$ cat src/rtl/biriscv_csr_wb_if.sv
// ============================================================================
// Module      : biriscv_csr_wb_if
// Description : CSR writeback bus from the CSR writeback stage to the CSR
//               register file. It carries the commit of a CSR write, the
//               committed exception code, the faulting PC and the xtval value.
// Revision    : 1.0 - initial release
// ----------------------------------------------------------------------------
// Signals
//   csr_writeback_write_o          1   commit CSR write
//   csr_writeback_waddr_o          12  CSR address (opcode[31:20])
//   csr_writeback_wdata_o          32  CSR write data
//   csr_writeback_exception_o      6   committed exception code (0 = none)
//   csr_writeback_exception_pc_o   32  PC of the committed instruction
//   csr_writeback_exception_addr_o 32  xtval value
// Modports
//   master : driven by biriscv_csr_wb
//   slave  : consumed by the CSR register file
// ============================================================================
`default_nettype none

interface biriscv_csr_wb_if;
  logic        csr_writeback_write_o;
  logic [11:0] csr_writeback_waddr_o;
  logic [31:0] csr_writeback_wdata_o;
  logic [5:0]  csr_writeback_exception_o;
  logic [31:0] csr_writeback_exception_pc_o;
  logic [31:0] csr_writeback_exception_addr_o;

  modport master (
    output csr_writeback_write_o,
    output csr_writeback_waddr_o,
    output csr_writeback_wdata_o,
    output csr_writeback_exception_o,
    output csr_writeback_exception_pc_o,
    output csr_writeback_exception_addr_o
  );

  modport slave (
    input  csr_writeback_write_o,
    input  csr_writeback_waddr_o,
    input  csr_writeback_wdata_o,
    input  csr_writeback_exception_o,
    input  csr_writeback_exception_pc_o,
    input  csr_writeback_exception_addr_o
  );
endinterface

`default_nettype wire

$ cat src/rtl/biriscv_csr_wb.sv
// ============================================================================
// Module      : biriscv_csr_wb
// Description : Writeback-side partner of the CSR issue/E1 unit. It carries
//               each CSR-class instruction through E1 -> E2 -> WB, merges late
//               memory faults and interrupt injection on the E2->WB advance,
//               commits CSR writes / exceptions on the csr_writeback bus and
//               returns the CSR read value to the integer register file.
// Revision    : 1.0 - initial release
// ----------------------------------------------------------------------------
// Parameters
//   SUPPORT_SUPER  1 = page-fault codes (12/13/15) from memory are accepted,
//                  0 = those codes are treated as "no fault".
// Optional feature
//   BIRISCV_CSR_WB_PERF_EN : adds perf_retired_o / perf_exceptions_o counters.
// Ports
//   clk_i, rst_ni                 clock, asynchronous active-low reset
//   issue_*                       issued instruction (valid/opcode/pc/rd)
//   csr_result_e1_*               E1 results, valid the cycle after issue
//   mem_exception_e2_i / mem_fault_addr_e2_i  late fault for the E2 instr
//   stall_i, squash_e1_i          pipeline hold, kill of E1
//   take_interrupt_i              interrupt request from the CSR unit
//   csr_wb (master)               csr_writeback_* commit bus
//   rd_wb_valid_o/idx_o/value_o   integer register file write
//   interrupt_inhibit_o           any stage valid
// ============================================================================
`default_nettype none

module biriscv_csr_wb #(
  parameter int SUPPORT_SUPER = 1
) (
  input  logic        clk_i,
  input  logic        rst_ni,
  input  logic        issue_valid_i,
  input  logic [31:0] issue_opcode_i,
  input  logic [31:0] issue_pc_i,
  input  logic [4:0]  issue_rd_idx_i,
  input  logic [31:0] csr_result_e1_value_i,
  input  logic        csr_result_e1_write_i,
  input  logic [31:0] csr_result_e1_wdata_i,
  input  logic [5:0]  csr_result_e1_exception_i,
  input  logic [5:0]  mem_exception_e2_i,
  input  logic [31:0] mem_fault_addr_e2_i,
  input  logic        stall_i,
  input  logic        squash_e1_i,
  input  logic        take_interrupt_i,
  biriscv_csr_wb_if.master csr_wb,
  output logic        rd_wb_valid_o,
  output logic [4:0]  rd_wb_idx_o,
  output logic [31:0] rd_wb_value_o,
`ifdef BIRISCV_CSR_WB_PERF_EN
  output logic [31:0] perf_retired_o,
  output logic [31:0] perf_exceptions_o,
`endif
  output logic        interrupt_inhibit_o
);

  localparam logic [5:0] EXCEPTION_NONE      = 6'h00;
  localparam logic [5:0] EXCEPTION_INTERRUPT = 6'h20;
  localparam logic [5:0] EXCEPTION_FENCE     = 6'h13;
  localparam logic [6:0] OPCODE_SYSTEM       = 7'h73;

  // --------------------------------------------------------------------------
  // Stage registers. Only the opcode fields used downstream are carried:
  // the CSR address and a "CSRRx" flag decoded at issue.
  // --------------------------------------------------------------------------
  logic        r_e1_valid;
  logic [31:0] r_e1_pc;
  logic [11:0] r_e1_csr_addr;
  logic        r_e1_csrrx;
  logic [4:0]  r_e1_rd;

  logic        r_e2_valid;
  logic [31:0] r_e2_pc;
  logic [11:0] r_e2_csr_addr;
  logic        r_e2_csrrx;
  logic [4:0]  r_e2_rd;
  logic [31:0] r_e2_value;
  logic        r_e2_write;
  logic [31:0] r_e2_wdata;
  logic [5:0]  r_e2_exception;

  logic        r_wb_valid;
  logic [31:0] r_wb_pc;
  logic [11:0] r_wb_csr_addr;
  logic        r_wb_csrrx;
  logic [4:0]  r_wb_rd;
  logic [31:0] r_wb_value;
  logic        r_wb_write;
  logic [31:0] r_wb_wdata;
  logic [5:0]  r_wb_exception;
  logic [31:0] r_wb_fault_addr;

  logic        w_issue_csrrx;
  logic        w_unused_opcode_bits;
  logic [5:0]  w_mem_exc;
  logic        w_late_fault;
  logic        w_take_irq;
  logic [5:0]  w_wb_exception;
  logic [31:0] w_wb_fault_addr;
  logic        w_commit;
  logic        w_exc_allows_write;
  logic        w_flush;

  // CSRRW/S/C and their immediate forms: SYSTEM opcode with funct3[1:0] != 0.
  assign w_issue_csrrx = (issue_opcode_i[6:0] == OPCODE_SYSTEM) &&
                         (issue_opcode_i[13:12] != 2'b00);
  assign w_unused_opcode_bits = ^{issue_opcode_i[19:14], issue_opcode_i[11:7]};

  // Page faults only exist with supervisor/MMU support; without it they are
  // dropped so a stray code cannot raise an exception the core cannot handle.
  generate
    if (SUPPORT_SUPER != 0) begin : g_super
      assign w_mem_exc = mem_exception_e2_i;
    end else begin : g_no_super
      assign w_mem_exc = ((mem_exception_e2_i == 6'd12) ||
                          (mem_exception_e2_i == 6'd13) ||
                          (mem_exception_e2_i == 6'd15)) ? EXCEPTION_NONE
                                                         : mem_exception_e2_i;
    end
  endgenerate

  // Exception merge on E2->WB: early exception beats a late memory fault,
  // and an interrupt is only injected on an otherwise clean instruction.
  always_comb begin
    w_late_fault    = 1'b0;
    w_take_irq      = 1'b0;
    w_wb_exception  = r_e2_exception;
    w_wb_fault_addr = r_e2_value;
    if ((r_e2_exception == EXCEPTION_NONE) && (w_mem_exc != EXCEPTION_NONE)) begin
      w_late_fault    = 1'b1;
      w_wb_exception  = w_mem_exc;
      w_wb_fault_addr = mem_fault_addr_e2_i;
    end else if (take_interrupt_i && r_e2_valid &&
                 (r_e2_exception == EXCEPTION_NONE)) begin
      w_take_irq     = 1'b1;
      w_wb_exception = EXCEPTION_INTERRUPT;
    end
  end

  assign w_commit = r_wb_valid & ~stall_i;
  // A FENCE-style flush still retires the instruction's own side effects.
  assign w_exc_allows_write = (r_wb_exception == EXCEPTION_NONE) ||
                              (r_wb_exception == EXCEPTION_FENCE);
  // Any committed exception flushes the younger instructions in E1/E2.
  assign w_flush = w_commit & (r_wb_exception != EXCEPTION_NONE);

  // --------------------------------------------------------------------------
  // Pipeline advance
  // --------------------------------------------------------------------------
  always_ff @(posedge clk_i or negedge rst_ni) begin
    if (!rst_ni) begin
      r_e1_valid      <= 1'b0;
      r_e1_pc         <= '0;
      r_e1_csr_addr   <= '0;
      r_e1_csrrx      <= 1'b0;
      r_e1_rd         <= '0;
      r_e2_valid      <= 1'b0;
      r_e2_pc         <= '0;
      r_e2_csr_addr   <= '0;
      r_e2_csrrx      <= 1'b0;
      r_e2_rd         <= '0;
      r_e2_value      <= '0;
      r_e2_write      <= 1'b0;
      r_e2_wdata      <= '0;
      r_e2_exception  <= '0;
      r_wb_valid      <= 1'b0;
      r_wb_pc         <= '0;
      r_wb_csr_addr   <= '0;
      r_wb_csrrx      <= 1'b0;
      r_wb_rd         <= '0;
      r_wb_value      <= '0;
      r_wb_write      <= 1'b0;
      r_wb_wdata      <= '0;
      r_wb_exception  <= '0;
      r_wb_fault_addr <= '0;
    end else if (!stall_i) begin
      r_e1_valid      <= issue_valid_i & ~w_flush;
      r_e1_pc         <= issue_pc_i;
      r_e1_csr_addr   <= issue_opcode_i[31:20];
      r_e1_csrrx      <= w_issue_csrrx;
      r_e1_rd         <= issue_rd_idx_i;

      // E1 results arrive one cycle after issue, i.e. during this advance.
      r_e2_valid      <= r_e1_valid & ~squash_e1_i & ~w_flush;
      r_e2_pc         <= r_e1_pc;
      r_e2_csr_addr   <= r_e1_csr_addr;
      r_e2_csrrx      <= r_e1_csrrx;
      r_e2_rd         <= r_e1_rd;
      r_e2_value      <= csr_result_e1_value_i;
      r_e2_write      <= csr_result_e1_write_i;
      r_e2_wdata      <= csr_result_e1_wdata_i;
      r_e2_exception  <= csr_result_e1_exception_i;

      r_wb_valid      <= r_e2_valid & ~w_flush;
      r_wb_pc         <= r_e2_pc;
      r_wb_csr_addr   <= r_e2_csr_addr;
      r_wb_csrrx      <= r_e2_csrrx;
      r_wb_rd         <= r_e2_rd;
      r_wb_value      <= r_e2_value;
      r_wb_write      <= r_e2_write;
      r_wb_wdata      <= r_e2_wdata;
      r_wb_exception  <= w_wb_exception;
      r_wb_fault_addr <= w_wb_fault_addr;
    end
  end

  // --------------------------------------------------------------------------
  // WB outputs: zero unless the WB instruction commits this cycle.
  // --------------------------------------------------------------------------
  assign csr_wb.csr_writeback_write_o          = w_commit & r_wb_write & w_exc_allows_write;
  assign csr_wb.csr_writeback_waddr_o          = w_commit ? r_wb_csr_addr   : 12'h000;
  assign csr_wb.csr_writeback_wdata_o          = w_commit ? r_wb_wdata      : 32'h0;
  assign csr_wb.csr_writeback_exception_o      = w_commit ? r_wb_exception  : EXCEPTION_NONE;
  assign csr_wb.csr_writeback_exception_pc_o   = w_commit ? r_wb_pc         : 32'h0;
  assign csr_wb.csr_writeback_exception_addr_o = w_commit ? r_wb_fault_addr : 32'h0;

  assign rd_wb_valid_o = w_commit & (r_wb_rd != 5'd0) & w_exc_allows_write & r_wb_csrrx;
  assign rd_wb_idx_o   = w_commit ? r_wb_rd    : 5'd0;
  assign rd_wb_value_o = w_commit ? r_wb_value : 32'h0;

  assign interrupt_inhibit_o = r_e1_valid | r_e2_valid | r_wb_valid;

`ifdef BIRISCV_CSR_WB_PERF_EN
  logic [31:0] r_perf_retired;
  logic [31:0] r_perf_exceptions;

  // Both counters wrap naturally at 2^32.
  always_ff @(posedge clk_i or negedge rst_ni) begin
    if (!rst_ni) begin
      r_perf_retired    <= '0;
      r_perf_exceptions <= '0;
    end else if (w_commit) begin
      if (r_wb_exception == EXCEPTION_NONE) begin
        r_perf_retired <= r_perf_retired + 32'd1;
      end else begin
        r_perf_exceptions <= r_perf_exceptions + 32'd1;
      end
    end
  end

  assign perf_retired_o    = r_perf_retired;
  assign perf_exceptions_o = r_perf_exceptions;
`endif

endmodule

`default_nettype wire
$ cat src/flat_wrapper.sv
// flat-port wrapper written by rule: the top's interface ports become plain ports
module biriscv_csr_wb_flat 
#(
  parameter int SUPPORT_SUPER = 1
)
  (clk_i, rst_ni, issue_valid_i, issue_opcode_i, issue_pc_i, issue_rd_idx_i, csr_result_e1_value_i, csr_result_e1_write_i, csr_result_e1_wdata_i, csr_result_e1_exception_i, mem_exception_e2_i, mem_fault_addr_e2_i, stall_i, squash_e1_i, take_interrupt_i, rd_wb_valid_o, rd_wb_idx_o, rd_wb_value_o, interrupt_inhibit_o, csr_wb_csr_writeback_write_o, csr_wb_csr_writeback_waddr_o, csr_wb_csr_writeback_wdata_o, csr_wb_csr_writeback_exception_o, csr_wb_csr_writeback_exception_pc_o, csr_wb_csr_writeback_exception_addr_o);
  biriscv_csr_wb_if csr_wb_i ();
  input  logic clk_i;
  input  logic rst_ni;
  input  logic issue_valid_i;
  input  logic [31:0] issue_opcode_i;
  input  logic [31:0] issue_pc_i;
  input  logic [4:0] issue_rd_idx_i;
  input  logic [31:0] csr_result_e1_value_i;
  input  logic csr_result_e1_write_i;
  input  logic [31:0] csr_result_e1_wdata_i;
  input  logic [5:0] csr_result_e1_exception_i;
  input  logic [5:0] mem_exception_e2_i;
  input  logic [31:0] mem_fault_addr_e2_i;
  input  logic stall_i;
  input  logic squash_e1_i;
  input  logic take_interrupt_i;
  output logic rd_wb_valid_o;
  output logic [4:0] rd_wb_idx_o;
  output logic [31:0] rd_wb_value_o;
  output logic interrupt_inhibit_o;
  output wire logic [$bits(csr_wb_i.csr_writeback_write_o)-1:0] csr_wb_csr_writeback_write_o;
  output wire logic [$bits(csr_wb_i.csr_writeback_waddr_o)-1:0] csr_wb_csr_writeback_waddr_o;
  output wire logic [$bits(csr_wb_i.csr_writeback_wdata_o)-1:0] csr_wb_csr_writeback_wdata_o;
  output wire logic [$bits(csr_wb_i.csr_writeback_exception_o)-1:0] csr_wb_csr_writeback_exception_o;
  output wire logic [$bits(csr_wb_i.csr_writeback_exception_pc_o)-1:0] csr_wb_csr_writeback_exception_pc_o;
  output wire logic [$bits(csr_wb_i.csr_writeback_exception_addr_o)-1:0] csr_wb_csr_writeback_exception_addr_o;
  assign csr_wb_csr_writeback_write_o = csr_wb_i.csr_writeback_write_o;
  assign csr_wb_csr_writeback_waddr_o = csr_wb_i.csr_writeback_waddr_o;
  assign csr_wb_csr_writeback_wdata_o = csr_wb_i.csr_writeback_wdata_o;
  assign csr_wb_csr_writeback_exception_o = csr_wb_i.csr_writeback_exception_o;
  assign csr_wb_csr_writeback_exception_pc_o = csr_wb_i.csr_writeback_exception_pc_o;
  assign csr_wb_csr_writeback_exception_addr_o = csr_wb_i.csr_writeback_exception_addr_o;
  biriscv_csr_wb #(.SUPPORT_SUPER(SUPPORT_SUPER)) u_core (.clk_i(clk_i), .rst_ni(rst_ni), .issue_valid_i(issue_valid_i), .issue_opcode_i(issue_opcode_i), .issue_pc_i(issue_pc_i), .issue_rd_idx_i(issue_rd_idx_i), .csr_result_e1_value_i(csr_result_e1_value_i), .csr_result_e1_write_i(csr_result_e1_write_i), .csr_result_e1_wdata_i(csr_result_e1_wdata_i), .csr_result_e1_exception_i(csr_result_e1_exception_i), .mem_exception_e2_i(mem_exception_e2_i), .mem_fault_addr_e2_i(mem_fault_addr_e2_i), .stall_i(stall_i), .squash_e1_i(squash_e1_i), .take_interrupt_i(take_interrupt_i), .csr_wb(csr_wb_i), .rd_wb_valid_o(rd_wb_valid_o), .rd_wb_idx_o(rd_wb_idx_o), .rd_wb_value_o(rd_wb_value_o), .interrupt_inhibit_o(interrupt_inhibit_o));
endmodule
$ cat config.mk
export PLATFORM = sky130hd
export DESIGN_NAME = biriscv_csr_wb_flat
export DESIGN_NICKNAME = d
export VERILOG_FILES = /design/src/rtl/biriscv_csr_wb_if.sv /design/src/rtl/biriscv_csr_wb.sv /design/src/flat_wrapper.sv
export SDC_FILE = /design/constraint.sdc
export NUM_CORES = 1
export LEC_CHECK = 0
export CORE_UTILIZATION = 54
export DETAILED_ROUTE_END_ITERATION = 6
export PLACE_DENSITY = 0.95
export SYNTH_ARGS = -nofsm -noshare
export SYNTH_HDL_FRONTEND = slang
export SYNTH_SLANG_ARGS = --single-unit
$ cat constraint.sdc
create_clock -name clk_i -period 3.1 [get_ports clk_i]
set_input_delay 0.775 -clock clk_i [delete_from_list [all_inputs] [get_ports clk_i]]
set_output_delay 0.775 -clock clk_i [all_outputs]
set_load 0.05 [all_outputs]
==> results of run 1 <==
==> power by group <==
| group | switching, mW | internal (mW) |
|---|---|---|
| registers | 0.312 | 4.83 |
| logic | 0.959 | 1.06 |
| clock network | 1.69 | 2.50 |
==> routing by layer <==
metal | vias to the layer above | GRT usage | part of all wire
met1 | 4916 | 0.304 | 0.36
met3 | 103 | 0.0726 | 0.073
li1 | 4340 | - | -
met2 | 381 | 0.479 | 0.52
met5 | - | 0 | 0
met4 | 0 | 0.123 | 0.045
==> kinds of logic (layout without fill, tap and decap cells) <==
family	count (synthesis)	after routing	share of synthesized area
flops	327	327	0.587
simple gates	341	341	0.134
buf+inv	82	410	0.0254
other cells	0	1	0
mux	254	254	0.205
compound gates	85	85	0.0479
==> state kept, by name, indices dropped and copies added, names as in the netlist, 12 cells and up <==
name and count:
u_core.r_wb_fault_addr 32, u_core.r_e1_csr_addr 12, u_core.r_e2_pc 32, u_core.r_e2_wdata 32, u_core.r_wb_wdata 32, u_core.r_e2_csr_addr 12, u_core.r_e2_value 32, u_core.r_wb_value 32
u_core.r_wb_pc 32, u_core.r_wb_csr_addr 12, u_core.r_e1_pc 32
==> layout make-up <==
class / instances / area [um2] / share of cell area
repair buffers: 342 / 5000 / 0.247
inverters: 4 / 15.0 / 0.000743
flip-flops and latches: 327 / 8180 / 0.405
clock buffers: 54 / 1080 / 0.0534
diodes: 1 / 2.50 / 0.000124
well taps: 330 / 413 / 0.0204
multi-input cells: 680 / 5420 / 0.268
clock inverters: 10 / 97.6 / 0.00483
==> worst max path at each step <==
stage / startpoint / endpoint / slack [ns] / cells after the start
floorplan: stall_i / rd_wb_valid_o / 0.15 / 5
global placement: stall_i / csr_wb_csr_writeback_exception_pc_o[31] / 0.48 / 5
detailed placement: stall_i / csr_wb_csr_writeback_wdata_o[1] / 0.44 / 5
CTS: u_core.r_e2_valid / interrupt_inhibit_o / 0.30 / 2
global route: u_core.r_wb_exception[3] / rd_wb_valid_o / 0.23 / 4
finish: u_core.r_e2_valid / interrupt_inhibit_o / 0.33 / 2
==> stage by stage <==
| stage | hold WS [ns] | util | setup slack (ns) | instance area [um2] | std cells |
|---|---|---|---|---|---|
| floorplan | 0.434 | - | 0.147 | 13900 | 1089 |
| CTS | 0.282 | 0.800 | 0.301 | 20200 | 1747 |
| global placement | 0.447 | 0.753 | 0.484 | 19000 | 1683 |
| finish | 0.254 | 0.800 | 0.326 | 20200 | 1748 |
| detailed placement | 0.451 | 0.753 | 0.437 | 19000 | 1683 |
| global route | 0.301 | 0.800 | 0.234 | 20200 | 1748 |
==> critical path: cells and delay by family (launching register included) <==
family / cells / cell delay [ns]
flops: 1 / 0.40
buf+inv: 1 / 0.72
simple gates: 1 / 0.38
==> layout by cell type (no fill, tap or decap), types with 2 or more instances in the layout <==
cell type / count
sky130_fd_sc_hd__clkbuf_1: 7
sky130_fd_sc_hd__or4_1: 2
sky130_fd_sc_hd__clkdlybuf4s50_1: 171
sky130_fd_sc_hd__o41ai_1: 2
sky130_fd_sc_hd__mux2_2: 253
sky130_fd_sc_hd__a21boi_0: 2
sky130_fd_sc_hd__o21ai_0: 7
sky130_fd_sc_hd__clkinv_2: 5
sky130_fd_sc_hd__inv_1: 4
sky130_fd_sc_hd__a31oi_1: 5
sky130_fd_sc_hd__nor2b_1: 32
sky130_fd_sc_hd__o211ai_1: 33
sky130_fd_sc_hd__nor2_1: 6
sky130_fd_sc_hd__buf_8: 2
sky130_fd_sc_hd__clkbuf_8: 11
sky130_fd_sc_hd__dfrtp_1: 327
sky130_fd_sc_hd__and2_1: 151
sky130_fd_sc_hd__o2111ai_1: 32
sky130_fd_sc_hd__buf_12: 159
sky130_fd_sc_hd__buf_4: 10
sky130_fd_sc_hd__or2_2: 2
sky130_fd_sc_hd__nand2b_1: 32
sky130_fd_sc_hd__nand2_1: 106
sky130_fd_sc_hd__nor3_1: 2
sky130_fd_sc_hd__clkinv_4: 2
sky130_fd_sc_hd__clkbuf_16: 36
==> implementation parameters, run 1 <==
Parameter                              Value

Setup path
  Worst setup SP type ... register
  Data arrival at the endpoint of the critical path ... 2.00 ns
  Crit path max-delay cell type ... sky130_fd_sc_hd__clkdlybuf4s50_1
  Worst path required time ... 2.32 ns
  Biggest fanout along the worst timing path ... 4
  Stage delay of the slowest cell on the critical path ... 0.72 ns
  Worst R2R Setup Slack ... 1.13 ns
  Cell Chain, Critical Path ... or3_1, clkdlybuf4s50_1
  Type of destination of the critical path ... output port
  Reg-to-reg startpoint ... u_core.r_e2_exception[5]
  Critical path class ... register to output port
  Number of cells on the worst reg-to-reg path ... 4
  R2R Path End ... u_core.r_wb_fault_addr[30]

Synthesis
  Post-synth ARST share ... 1.00
  Most area-hungry cell type in the Yosys netlist ... sky130_fd_sc_hd__dfrtp_1
  Count of synthesis-stage warnings from yosys ... 0
  Cell Area, Synth ... 13900 um2
  Yosys cell types ... 32
  Count of flip-flops with a built-in enable after synthesis ... 0
  Leading post-synthesis cells by cell area ... sky130_fd_sc_hd__dfrtp_1 (59%), sky130_fd_sc_hd__mux2_2 (20%), sky130_fd_sc_hd__and2_1 (6.8%), sky130_fd_sc_hd__nand2_1 (2.9%), sky130_fd_sc_hd__o2111ai_1 (2.0%)
  Area share of the largest cell type after synthesis ... 0.587
  Dominant register cell in the synthesized netlist ... sky130_fd_sc_hd__dfrtp_1
  Number of nets produced by synthesis ... about 1.3k
  Synth top cells by count ... sky130_fd_sc_hd__dfrtp_1 (327), sky130_fd_sc_hd__mux2_2 (253), sky130_fd_sc_hd__and2_1 (151)
  Most used standard cell by instance count after synthesis ... sky130_fd_sc_hd__dfrtp_1
  Total of flip-flops plus latches after synthesis ... 327
  Sequential area share after synthesis ... 0.587
  Synth Area per Inst ... around 13 um2
  Post-synthesis cell count ... 1089

Timing
  Final max-slew violation count ... 0
  Worst slew margin ... 0.309
  Actual slew at the worst max-slew pin ... 1.04 ns
  Total negative slack for setup checks ... 0 ns
  Hold violation total from the final report ... 0
  Final cycle utilization of the critical path ... 0.895
  Highest Clock Rate ... 361 MHz
  Min Clock Period, post-route ... between 2 and 3 ns
  Count of final setup violators ... 0
  Largest clock skew in the final design ... 0.0132 ns
  RSZ-0062 raised after global routing ... no

CTS
  CTS tree ... done
  Post-CTS repair timing setup buffer count ... 0
  Clk root buf ... sky130_fd_sc_hd__clkbuf_16
  Depth of the CTS H-tree ... 2
  Clock Tree Buf Depth ... 3
  Number of sinks driven by the clock tree ... about 330
  Gates resized, CTS repair ... 0
  CTS Hold Bufs ... 0
  Clock transition time at the flip-flop clock pins of the worst setup and hold paths ... ~0.060 ns
  Total CTS buffers ... 36
  Clock latency of the later-clocked register in the worst-skew pair ... 0.51 ns

Routing
  Vias after detailed routing ... 9740
  Number of nets with antenna violations after detailed routing ... 0
  Via density per instance ... 5.57
  Final wirelength ... 35200 um
  First drt pass iteration count ... 5
  Average routed wire per standard cell ... 20.2 um
  Number of violations reported at the end of detailed-routing iteration 0 ... 815
  DRC violation count after routing ... 0

Die
  Number of rows created at floorplan ... 58
  Total Die Area ... 26400 um2
  Standard cell core area ... 25300 um2
  Die width ... 163 um
  Initial Util ... 0.552
  Die height ... 163 um
  Number of top-level pins ... ~340

Power and ir drop
  Total power ... roughly 11 mW
  Ratio of total power to cell area ... around 560 nW/um2
  IR Drop Worst-Case VDD ... about 850 uV
  Leakage ... 8.54 nW

Cells and area
  Share of cells above drive strength 1 ... 0.344
  Post-layout net count ... 1575
  Area growth, synth to finish ... 45.1%
  Total of fill cells in the finished design ... 1252

GRT
  Wire length of the first global-routing pass ... around 55000 um
  Leftover overflow at the end of global routing ... 0
  Via count of the first global-routing pass ... around 10k
  Antenna violations before repair ... 1
  Maximum number of pins on one net before global-route repair ... roughly 190
  Global-route usage over all layers ... 0.271

Job
  Max-capacitance violation count ... 0

Hold path
  Class of the most critical hold timing path ... input port to asynchronous set/reset pin

Placed design
  Number of input and output port buffers inserted ... 326
  DP HPWL ... roughly 24000 um
  Final RePlAce weighted congestion ... 0.895

Status
  Status ... completed
(Power assumes the default switching activity.)
==> run 2, diff against run 1 <==
--- a/config.mk
+++ b/config.mk
@@ -5,6 +5,7 @@
 export SDC_FILE = /design/constraint.sdc
 export NUM_CORES = 1
 export LEC_CHECK = 0
+export CORE_MARGIN = 5
 export CORE_UTILIZATION = 54
 export DETAILED_ROUTE_END_ITERATION = 6
 export PLACE_DENSITY = 0.95
==> run 2 against run 1 <==
Via count is 0.54% higher; critical path depth is 2 higher; global-route usage is 1.8 points lower; critical path type unchanged; critical endpoint is now csr_wb_csr_writeback_write_o; largest cell class unchanged.
==> implementation parameters, run 2 (same netlist as run 1, synthesis figures left out) <==
Parameter                              Value

CTS
  Clock Tree Buf Depth ... 3
  Clk root buf ... sky130_fd_sc_hd__clkbuf_16
  Post-CTS repair timing setup buffer count ... 0
  Number of sinks driven by the clock tree ... 327
  Total CTS buffers ... 35
  CTS Hold Bufs ... 0
  Depth of the CTS H-tree ... 2
  Gates resized, CTS repair ... 0
  CTS tree ... done
  Clock transition time at the flip-flop clock pins of the worst setup and hold paths ... 0.06 ns
  Clock latency of the later-clocked register in the worst-skew pair ... 0.51 ns

GRT
  Global-route usage over all layers ... 0.253
  Maximum number of pins on one net before global-route repair ... ~170
  Wire length of the first global-routing pass ... 57900 um
  Via count of the first global-routing pass ... roughly 11k
  Leftover overflow at the end of global routing ... 0
  Antenna violations before repair ... 5

Routing
  Average routed wire per standard cell ... roughly 21 um
  DRC violation count after routing ... 0
  Routed met2 length ... 19200 um
  Number of violations reported at the end of detailed-routing iteration 0 ... roughly 900
  WL met1 ... 12900 um
  Via density per instance ... approximately 5.6
  Vias after detailed routing ... 9793
  Highest signal layer in the routed design ... met4
  First drt pass iteration count ... 5
  Met3 wire length ... 3070 um
  Number of nets with antenna violations after detailed routing ... 0
  Final wirelength ... 37100 um

Timing
  Actual slew at the worst max-slew pin ... around 0.84 ns
  RSZ-0062 raised after global routing ... no
  Hold violation total from the final report ... 0
  Highest Clock Rate ... 355 MHz
  Largest clock skew in the final design ... 0.0177 ns
  Final cycle utilization of the critical path ... 0.908
  Final worst setup slack ... between 0.2 and 0.3 ns
  Count of final setup violators ... 0
  Worst slew margin ... 0.439
  Final max-slew violation count ... 0
  Final hold slack ... 0.226 ns
  Min Clock Period, post-route ... 2.81 ns
  Total negative slack for setup checks ... 0 ns

Cells and area
  Most common cell after layout, fill and taps aside ... sky130_fd_sc_hd__dfrtp_1
  Number of non-filler instances in the completed layout ... 1755
  Total of fill cells in the finished design ... 1281
  Post-layout net count ... roughly 1.6k
  Area of all placed cells without fillers ... slightly above 20000 um2
  Share of cells above drive strength 1 ... 0.346
  Most frequent cells in the layout ... sky130_fd_sc_hd__dfrtp_1 (327), sky130_fd_sc_hd__mux2_2 (253), sky130_fd_sc_hd__clkdlybuf4s50_1 (171)
  Area growth, synth to finish ... 45.0%
  Final core occ ... 0.797

Setup path
  Worst path required time ... ~2.3 ns
  Type of destination of the critical path ... output port
  Data arrival at the endpoint of the critical path ... about 2.0 ns
  Critical path class ... register to output port
  Worst setup SP type ... register
  Biggest fanout along the worst timing path ... 4

Placed design
  Instance area after placement ... 19000 um2
  Number of input and output port buffers inserted ... 326
  DP HPWL ... 25300 um
  Final RePlAce weighted congestion ... 0.855
  Pre-CTS worst setup slack ... about 0.41 ns
  Number of placed instances with taps included ... between 1.5k and 2k

Power and ir drop
  Total power ... 11.3 mW
  Ratio of total power to cell area ... 558 nW/um2
  IR Drop Worst-Case VDD ... between 500 and 600 uV
  Leakage ... 8.54 nW

Die
  Number of top-level pins ... 338
  Die width ... 171 um
  Die height ... 171 um
  Total Die Area ... a little under 30000 um2
  Initial Util ... 0.550
  Standard cell core area ... roughly 25000 um2
  Number of rows created at floorplan ... slightly below 60

Status
  Status ... completed

Hold path
  Class of the most critical hold timing path ... input port to asynchronous set/reset pin

Job
  Max-capacitance violation count ... 0
[run 2: changes by cell type in the layout (fill, tap and decap cells not counted), sizes merged]
cell / delta
diode: +4
buf: +3
clkbuf: -3
clkinv: +3
[run 2: final timing paths]
check                                    startpoint  depth (start not counted)                      endpoint  slack, ns
max in group asynchronous                    rst_ni                          2    u_core.r_wb_fault_addr[12]       1.95
min reg2reg                   u_core.r_wb_value[18]                          2         u_core.r_wb_value[18]       0.46
max reg2reg                u_core.r_e2_exception[5]                          4    u_core.r_wb_fault_addr[31]       1.13
min                                          rst_ni                          1     u_core.r_wb_fault_addr[1]       0.23
max                        u_core.r_wb_exception[4]                          4  csr_wb_csr_writeback_write_o       0.29
min in group clk_i            u_core.r_wb_value[18]                          2         u_core.r_wb_value[18]       0.46
[run 2: critical path, cell delays in order (launching register included)]
cell and delay (ns):
sky130_fd_sc_hd__dfrtp_1 0.42, sky130_fd_sc_hd__nor3_1 0.43, sky130_fd_sc_hd__o211ai_1 0.26, sky130_fd_sc_hd__nor2_1 0.24
sky130_fd_sc_hd__buf_12 0.17
[run 2: routing by layer]
layer	GRT usage	vias up
met1	0.280	4893
met2	0.446	424
met4	0.124	0
met3	0.0744	116
met5	0	-
li1	-	4360
[run 2: report_power, final]
group,internal (mW),switching [mW]
logic,1.06,0.968
registers,4.83,0.312
clock network,2.42,1.67
[run 2: final cells by class]
| type | instances | area [um2] | area share |
|---|---|---|---|
| clock buffer | 51 | 1040 | 0.0514 |
| antenna | 5 | 12.5 | 0.000620 |
| sequential | 327 | 8180 | 0.405 |
| multi-input combinational | 680 | 5420 | 0.268 |
| clock inverter | 13 | 105 | 0.00520 |
| tap | 330 | 413 | 0.0204 |
| timing repair buffer | 345 | 5010 | 0.248 |
| inverter | 4 | 15.0 | 0.000744 |
==> run 3, diff against run 2 <==
--- a/config.mk
+++ b/config.mk
@@ -9,6 +9,7 @@
 export CORE_UTILIZATION = 54
 export DETAILED_ROUTE_END_ITERATION = 6
 export PLACE_DENSITY = 0.95
+export RECOVER_POWER = 100
 export SYNTH_ARGS = -nofsm -noshare
 export SYNTH_HDL_FRONTEND = slang
 export SYNTH_SLANG_ARGS = --single-unit
==> run 3 against run 2 <==
The run now ends with max-capacitance violations, max-slew violations left; worst hold slack gained 0.24 ns; cell area fell by 0.39%; first-iteration DRC count decreased by 6.0%; via count rose by 0.16%; total power down 0.17%; routed wire length decreased by 0.32%; sequential cell count did not move; clock-buffer cell count stayed put; clock skew is essentially flat; global-route usage unchanged; combinational power is essentially flat; largest cell class unchanged; largest power group unchanged.
==> implementation parameters, run 3 (same netlist as run 1, synthesis figures left out) <==
Parameter                              Value

Timing
  Min Clock Period, post-route ... around 2.9 ns
  Actual slew at the worst max-slew pin ... 1.94 ns
  Count of final setup violators ... 0
  Worst slew margin ... -0.293
  RSZ-0062 raised after global routing ... no
  Final worst setup slack ... 0.191 ns
  Final max-slew violation count ... 71
  Highest Clock Rate ... 344 MHz
  Total negative slack for setup checks ... 0 ns
  Largest clock skew in the final design ... about 0.018 ns
  Hold violation total from the final report ... 0
  Final cycle utilization of the critical path ... 0.938

Cells and area
  Share of cells above drive strength 1 ... 0.342
  Most common cell after layout, fill and taps aside ... sky130_fd_sc_hd__dfrtp_1
  Area growth, synth to finish ... 44.4%
  Total of fill cells in the finished design ... 1293
  Number of non-filler instances in the completed layout ... 1755
  Multi-input gate area ... between 5000 and 6000 um2
  Post-layout net count ... 1577
  Area of all sequential standard cells ... 8180 um2
  Most frequent cells in the layout ... sky130_fd_sc_hd__dfrtp_1 (327), sky130_fd_sc_hd__mux2_2 (250), sky130_fd_sc_hd__clkdlybuf4s50_1 (169)

Power and ir drop
  Total power ... 11.2 mW
  Reg power frac ... 0.458
  Ratio of total power to cell area ... 559 nW/um2
  Fraction of power consumed by combinational cells ... 0.179
  Cell-internal power ... 8.29 mW
  Fraction of power spent switching nets ... 0.262
  Switching Power ... 2.95 mW
  IR Drop Worst-Case VDD ... 593 uV
  Leakage ... 8.38 nW
  Clock share of power ... 0.363

GRT
  Maximum number of pins on one net before global-route repair ... 168
  Met3 usage in global routing ... 0.0744
  Met2 layer usage reported by global route ... 0.446
  Global-route usage over all layers ... 0.253
  Wire length of the first global-routing pass ... 57900 um
  Layer with the highest usage ... met2
  Leftover overflow at the end of global routing ... 0
  Via count of the first global-routing pass ... ~11k
  Antenna violations before repair ... 5
  Grt met1 use ... 0.280

Die
  Die height ... around 170 um
  Number of top-level pins ... 338
  Die width ... approximately 170 um
  Standard cell core area ... 25300 um2
  Total Die Area ... approximately 29000 um2
  Initial Util ... 0.550
  Number of rows created at floorplan ... 58

Routing
  Vias after detailed routing ... 9809
  Final wirelength ... 36900 um
  Average routed wire per standard cell ... roughly 21 um
  First drt pass iteration count ... 6
  Via density per instance ... roughly 5.6
  Number of nets with antenna violations after detailed routing ... 0
  DRC violation count after routing ... 0
  Number of violations reported at the end of detailed-routing iteration 0 ... 850

Setup path
  Crit path max-delay cell type ... sky130_fd_sc_hd__clkbuf_2
  Biggest fanout along the worst timing path ... 26
  Data arrival at the endpoint of the critical path ... roughly 2.1 ns
  Type of destination of the critical path ... output port
  Cell Chain, Critical Path ... nor2b_4, clkbuf_2, and2_0, buf_12
  Number of cells on the worst reg-to-reg path ... 4
  Critical path class ... register to output port
  Worst path required time ... 2.32 ns
  Worst setup SP type ... register
  Worst R2R Setup Slack ... around 0.83 ns
  Stage delay of the slowest cell on the critical path ... 0.49 ns

Status
  Failing checks ... max-capacitance violations, max-slew violations
  Status ... finished, violations left

CTS
  Depth of the CTS H-tree ... 2
  Gates resized, CTS repair ... 0
  Clk root buf ... sky130_fd_sc_hd__clkbuf_16
  Post-CTS repair timing setup buffer count ... 0
  CTS tree ... done
  CTS Hold Bufs ... 0
  Total CTS buffers ... 35
  Number of sinks driven by the clock tree ... 327
  Clock transition time at the flip-flop clock pins of the worst setup and hold paths ... 0.06 ns
  Clock Tree Buf Depth ... 3
  Clock latency of the later-clocked register in the worst-skew pair ... ~0.51 ns

Hold path
  Hold path cells ... 2
  Class of the most critical hold timing path ... register to register

Placed design
  DP HPWL ... ~25000 um
  Number of placed instances with taps included ... ~1.7k
  Final RePlAce weighted congestion ... 0.855
  Pre-CTS worst setup slack ... between 0.4 and 0.5 ns
  Number of input and output port buffers inserted ... about 330

Job
  Max-capacitance violation count ... 1
## run 3: cell count changes in the layout (fill, tap and decap cells not counted), moves of 3 or more
cell,previous run,this run
sky130_fd_sc_hd__and2_0,0,139
sky130_fd_sc_hd__buf_4,14,6
sky130_fd_sc_hd__clkbuf_2,0,9
sky130_fd_sc_hd__and2_1,151,12
sky130_fd_sc_hd__mux2_1,0,3
sky130_fd_sc_hd__buf_12,158,155
sky130_fd_sc_hd__mux2_2,253,250
## run 3: path summary, 6_finish.rpt
| check | start | end |
|---|---|---|
| setup / recovery | u_core.r_wb_valid | csr_wb_csr_writeback_exception_pc_o[14] |
| setup reg to reg | u_core.r_e2_exception[5] | u_core.r_wb_fault_addr[31] |
| hold / removal | u_core.r_wb_value[2] | u_core.r_wb_value[2] |
| min in group asynchronous | rst_ni | u_core.r_e2_value[10] |
| max in group asynchronous | rst_ni | u_core.r_e1_valid |
| hold reg to reg | u_core.r_wb_value[2] | u_core.r_wb_value[2] |
## run 3: per-stage QoR
step / hold WS (ns) / utilization / instance area [um2]
2_1_floorplan: 0.434 / - / 13900
6_report: 0.466 / 0.794 / 20100
3_3_place_gp: 0.446 / 0.752 / 19000
4_1_cts: 0.259 / 0.797 / 20200
3_5_place_dp: 0.450 / 0.752 / 19000
5_1_grt: 0.473 / 0.794 / 20100
## run 3: cell type report
type | count | area share
Sequential cell | 327 | 0.407
Multi-Input combinational cell | 680 | 0.269
Timing Repair Buffer | 345 | 0.245
Clock buffer | 51 | 0.0516
Tap cell | 330 | 0.0205
Clock inverter | 13 | 0.00523
Inverter | 4 | 0.000746
Antenna cell | 5 | 0.000622
## run 3: routing by layer
layer  wire, um  vias to the layer above
met3       3060                      128
met4       1970                        0
met2      19200                      414
li1           -                     4365
met5          0                        -
met1      12700                     4902
## run 3: worst max-delay path: cells and delay by family, from the launching register on
kind | cells | cell delay (ns)
and+or+nand+nor | 2 | 0.56
DFF | 1 | 0.39
buffers and inverters | 2 | 0.65
## run 3: power groups by stage
stage	sequential [mW]	combinational, mW	clock (mW)
detailed placement	5.20	2.02	0
CTS	5.14	2.05	4.16
global route	5.21	2.15	4.35
finish	5.15	2.01	4.09
floorplan	5.08	1.12	0
global placement	5.14	1.94	0
